File: src/rtl/supl_pkg.sv
// Shared types and sizing helpers for the iterative operand-mixing unit.
package supl_pkg;

  typedef enum logic [1:0] {
    IDLE = 2'd0,
    SCAN = 2'd1,
    DONE = 2'd2
  } state_t;

  localparam logic EN_SHIFT = 1'b1;
  localparam logic EN_HALF  = 1'b0;

  // Width holding 0 + 1 + ... + (w-1), the worst-case zero-index sum.
  function automatic int sum_w(input int w);
    return $clog2(w * (w - 1) / 2 + 1);
  endfunction

  function automatic int zc_w(input int w);
    return $clog2(w + 1);
  endfunction

endpackage

File: src/rtl/zero_slice_acc.sv
// Combinational zero finder over one K-bit slice of the operand:
// returns the sum of absolute indices of zero bits and their count.
module zero_slice_acc #(
  parameter int K     = 4,
  parameter int IDX_W = 5,
  parameter int SUM_W = 9,
  parameter int ZC_W  = 6
) (
  input  logic [K-1:0]     slice,
  input  logic [IDX_W-1:0] base,
  output logic [SUM_W-1:0] idx_sum,
  output logic [ZC_W-1:0]  zcnt
);

  always_comb begin
    idx_sum = '0;
    zcnt    = '0;
    for (int i = 0; i < K; i++) begin
      if (!slice[i]) begin
        idx_sum = idx_sum + SUM_W'(base) + SUM_W'(i);
        zcnt    = zcnt + ZC_W'(1);
      end
    end
  end

endmodule

File: src/rtl/supl_iter.sv
// Iterative operand mixer: one-cycle XOR/NOR word, K-bit-per-cycle zero scan
// of a, results returned over a valid/ready handshake.
module supl_iter
  import supl_pkg::*;
#(
  parameter int  W     = 32,
  parameter int  K     = 4,
  parameter int  SHIFT = 4,
  localparam int SUM_W = sum_w(W),
  localparam int ZC_W  = zc_w(W)
) (
  input  logic             clk,
  input  logic             rst,
  input  logic             in_valid,
  output logic             in_ready,
  input  logic [W-1:0]     a,
  input  logic [W-1:0]     b,
  input  logic             en,
  input  logic             sw,
  output logic             out_valid,
  input  logic             out_ready,
  output logic [W-1:0]     xor0,
  output logic             o,
  output logic [SUM_W-1:0] sum,
  output logic [ZC_W-1:0]  zcnt
);

  localparam int IDX_W = $clog2(W);
  localparam logic [IDX_W-1:0] LAST_IDX = IDX_W'(W - K);

  state_t           state;
  logic [W-1:0]     a_r;
  logic [IDX_W-1:0] idx;
  logic [SUM_W-1:0] acc_sum, s_sum;
  logic [ZC_W-1:0]  acc_zc, s_zc;
  logic [W-1:0]     mix;

  assign in_ready = (state == IDLE) && !rst;

  always_comb begin
    mix = '0;
    if (en == EN_SHIFT)
      mix = a ^ (b >> SHIFT);
    else
      mix = {a[W-1:W/2] ^ a[W/2-1:0], b[W-1:W/2] ^ b[W/2-1:0]};
  end

  zero_slice_acc #(
    .K    (K),
    .IDX_W(IDX_W),
    .SUM_W(SUM_W),
    .ZC_W (ZC_W)
  ) u_slice (
    .slice  (a_r[idx +: K]),
    .base   (idx),
    .idx_sum(s_sum),
    .zcnt   (s_zc)
  );

  // Accumulators run privately so sum/zcnt only move on SCAN->DONE.
  always_ff @(posedge clk) begin
    if (rst) begin
      state     <= IDLE;
      a_r       <= '0;
      idx       <= '0;
      acc_sum   <= '0;
      acc_zc    <= '0;
      xor0      <= '0;
      o         <= 1'b0;
      sum       <= '0;
      zcnt      <= '0;
      out_valid <= 1'b0;
    end else begin
      case (state)
        IDLE: begin
          if (in_valid) begin
            a_r     <= a;
            idx     <= '0;
            acc_sum <= '0;
            acc_zc  <= '0;
            if (sw) begin
              xor0 <= mix;
              o    <= ~(a[0] | b[0]);
            end
            state <= SCAN;
          end
        end
        SCAN: begin
          acc_sum <= acc_sum + s_sum;
          acc_zc  <= acc_zc + s_zc;
          idx     <= idx + IDX_W'(K);
          if (idx == LAST_IDX) begin
            sum       <= acc_sum + s_sum;
            zcnt      <= acc_zc + s_zc;
            out_valid <= 1'b1;
            state     <= DONE;
          end
        end
        DONE: begin
          if (out_ready) begin
            out_valid <= 1'b0;
            state     <= IDLE;
          end
        end
        default: state <= IDLE;
      endcase
    end
  end

endmodule

File: config.mk
export PLATFORM = sky130hd
export DESIGN_NAME = supl_iter
export DESIGN_NICKNAME = d
export VERILOG_FILES = /design/src/rtl/supl_pkg.sv /design/src/rtl/zero_slice_acc.sv /design/src/rtl/supl_iter.sv
export SDC_FILE = /design/constraint.sdc
export NUM_CORES = 1
export LEC_CHECK = 0
export CORE_MARGIN = 8
export CORE_UTILIZATION = 30
export CTS_CLUSTER_DIAMETER = 80
export DETAILED_ROUTE_END_ITERATION = 8
export GPL_TIMING_DRIVEN = 0
export PLACE_DENSITY_LB_ADDON = 0.3
export SLEW_MARGIN = 15
export SYNTH_ARGS = -nofsm -noshare
export SYNTH_HDL_FRONTEND = slang
export SYNTH_HIERARCHICAL = 1
export SYNTH_SLANG_ARGS = --single-unit
File: constraint.sdc
create_clock -name clk -period 18.3 [get_ports clk]
set_clock_uncertainty 0.05 [all_clocks]
set_input_delay 3.66 -clock clk [delete_from_list [all_inputs] [get_ports clk]]
set_output_delay 3.66 -clock clk [all_outputs]
set_load 0.01 [all_outputs]
==> results.sh <==
export IMPL_post_cts_setup_buffers=0
export IMPL_synth_top_family_by_area="simple AND/OR/NAND/NOR gates"
export IMPL_worst_path_buf_inv=3
export IMPL_hold_path_class="register to register"
export IMPL_fin_nets=1015
export IMPL_grt_max_degree=21
export IMPL_grt_overflow_total=0
export IMPL_synth_largest_area_cell="dfxtp_1"
export IMPL_area_growth_pct=30.44
export IMPL_crit_fanout=10
export IMPL_max_vdd_ir_drop_uv=69.25
export IMPL_ys_ff_latch=101
export IMPL_io_pins=120
export IMPL_post_route_min_period_ps=8504
export IMPL_ys_seq_area_frac=0.3282
export IMPL_slowest_stage="clkdlybuf4s50_1"
export IMPL_initial_core_util=0.3055
export IMPL_utilization=0.3984
export IMPL_wl_mm=19.01
export IMPL_worst_slew_pin_slew_ps=608.0
export IMPL_cts_tree="yes"
export IMPL_dieArea_mm2=0.02538
export IMPL_cts_resized=0
export IMPL_row_count=52
export IMPL_setup_viol=0
export IMPL_clockBufferDepth=2
export IMPL_synth_main_ff_cell="dfxtp_1"
export IMPL_cp_required_ps=14590
export IMPL_end_kind="primary output"
export IMPL_cts_made_buffers=9
export IMPL_power_leakage_nw=3.100
export IMPL_synthMuxAreaShare=0.06316
export IMPL_drv_cap=0
export IMPL_grt_pass1_vias=5629
export IMPL_cpMostUsedCell="buf_4"
export IMPL_portBuffers=118
export IMPL_drtAntennaViolNets=0
export IMPL_yosys_warnings=6
export IMPL_clock_latency_ps=360
export IMPL_place_congestion=0.8453
export IMPL_ys_async_sr_fraction=0
export IMPL_vias=5570
export IMPL_synthSimpleGateAreaFrac=0.1960
export IMPL_crit_type="input pin to primary output"
export IMPL_syn_inst=759
export IMPL_antenna_found_initial=0
export IMPL_nFillCells=2156
export IMPL_grt_pass1_wl_mm=30.53
export IMPL_relSlewSlack=0.5947
export IMPL_clkTransAtPathRegs_ps=70
export IMPL_synth_xor_area_frac=0.09383
export IMPL_synth_fa_ha_area_frac=0.09017
export IMPL_drt_drc_violations_left=0
export IMPL_crit_family="buffers and inverters"
export IMPL_diodes=0
export IMPL_grt_usage=0.1491
export IMPL_startpoint_type="input pin"
export IMPL_synth_top_area_share=0.3282
export IMPL_rsz0062_at_grt="false"
export IMPL_powerDensity_mw_per_mm2=83.86
export IMPL_netlist_area_mm2=0.006161
export IMPL_ys_top_cells_by_area="dfxtp_1 (33%), a21oi_1 (8.8%), ha_1 (7.7%)"
export IMPL_max_stage_delay_ps=600
export IMPL_hold_buffers=0
export IMPL_cts_num_sinks=101
export IMPL_wl_per_cell_um=16.14
export IMPL_fmax_ghz=0.1176
export IMPL_initialDrtViolationCount=295
export IMPL_synth_compound_area_frac=0.1736
export IMPL_htree_levels=3
export IMPL_slew_viol_final=0
export IMPL_timing_final_hold_violations=0
export IMPL_post_route_period_util=0.4647
export IMPL_core_area_mm2=0.02017
export IMPL_synth_edf_count=0
export IMPL_dp_hpwl_mm=15.23
export IMPL_root_buffer="clkbuf_16"
export IMPL_drtPass1Iterations=4
export IMPL_via_per_inst=4.728
export IMPL_syn_avg_cell_area_um2=8.117
export IMPL_layout_drive_gt1_share=0.06938
export IMPL_setup_tns_final_ps=0
export IMPL_arrival_ps=4790
export IMPL_synth_distinct_cells=57
export IMPL_chipWidth_um=159.3
export IMPL_status="finished clean"
export IMPL_die_h_um=159.3
export IMPL_multi_input_area_mm2=0.003864
export IMPL_path_cells="buf_4, buf_4, nor3_1, clkdlybuf4s50_1"
export IMPL_seqCellArea_mm2=0.002022
==> synthesized netlist by cell type (all sizes together), types with 2 or more instances <==
library cell  number
a21oi            108
nand2            108
dfxtp            101
nor2              98
ha                38
clkbuf            34
xnor2             34
xor2              32
a211oi            27
nand3             20
buf               19
inv               17
mux2i             13
o21ai             13
nor2b              9
mux4               8
mux2               7
a21o               6
nand2b             6
a31oi              5
nand4b             5
nor3               5
o211ai             5
fa                 4
nand3b             3
nor3b              3
nor4               3
a211o              2
conb               2
o21bai             2
o31ai              2
or2                2
or2b               2
or4                2
==> sequential cells by signal, summed over array words and instances (netlist names) <==
register,flops
acc_zc,6
state,2
sum,9
zcnt,6
acc_sum,9
out_valid,1
idx,3
o,1
xor0,32
a_r,32
==> cell type report <==
type	count	area share
Timing Repair Buffer	118	0.1470
Tap cell	270	0.04204
Inverter	17	0.007940
Sequential cell	101	0.2516
Clock buffer	9	0.02802
Multi-Input combinational cell	603	0.4808
Clock inverter	7	0.009341
Buffer	53	0.03332
==> path summary, 6_finish.rpt <==
check,from,end,slack [ps],depth (start not counted)
worst max-delay path,rst,in_ready,9800,4
worst min-delay path,zcnt[3],zcnt[3],410,2
worst max register to register,idx[3],acc_sum[8],11740,23
worst min register to register,zcnt[3],zcnt[3],410,2
==> power by group <==
group          switching, W  internal, W
logic              0.000132     0.000105
registers        0.00000852     0.000233
clock network     0.0000981    0.0000975
==> per-stage QoR <==
| stage | instances | hold WS (ps) | total power, W | worst slack [ps] | instance area, um2 |
|---|---|---|---|---|---|
| floorplan | 774 | 383.1 | 0.0004058 | 10380 | 6217 |
| global placement | 1162 | 390.9 | 0.0004813 | 9771 | 7736 |
| detailed placement | 1162 | 397.0 | 0.0004810 | 9770 | 7736 |
| CTS | 1178 | 407.6 | 0.0006749 | 9768 | 8036 |
| global route | 1178 | 426.5 | 0.0007152 | 9710 | 8036 |
| finish | 1178 | 406.6 | 0.0006739 | 9796 | 8036 |
==> cells in the final DEF, fill, tap and decap left out, drive strengths merged, types with 4 or more instances in the layout <==
cell type      count
inv               21
a21oi            108
nand2b             6
nand3             20
dfxtp            101
buf               19
o211ai             5
nor2              98
nand4b             5
nand2            108
a31oi              5
mux2i             13
fa                 4
clkdlybuf4s50    118
clkbuf            43
nor3               5
o21ai             13
mux2               7
a21o               6
xnor2             34
conb              17
mux4               8
a211oi            27
nor2b              9
xor2              32
ha                38
==> worst min-delay path, delay by kind of cell (launching register included) <==
family / cells / cell delay (ps)
flops: 1 / 310
compound gates: 1 / 50
simple gates: 1 / 50
==> kinds of logic after synthesis <==
group | Yosys count
flops | 101
mux | 28
simple gates | 272
fa+ha+maj | 42
buf+inv | 70
compound gates | 178
other cells | 2
xor+xnor | 66
==> per-layer routing <==
metal  track usage  share of wire  vias up
met5             0              0        -
li1              -              -     2876
met1        0.1894           0.47     2545
met2        0.2368           0.44      133
met4       0.03388          0.013        0
met3       0.05429          0.076       16
No activity file was read; power rests on OpenSTA's default activity.
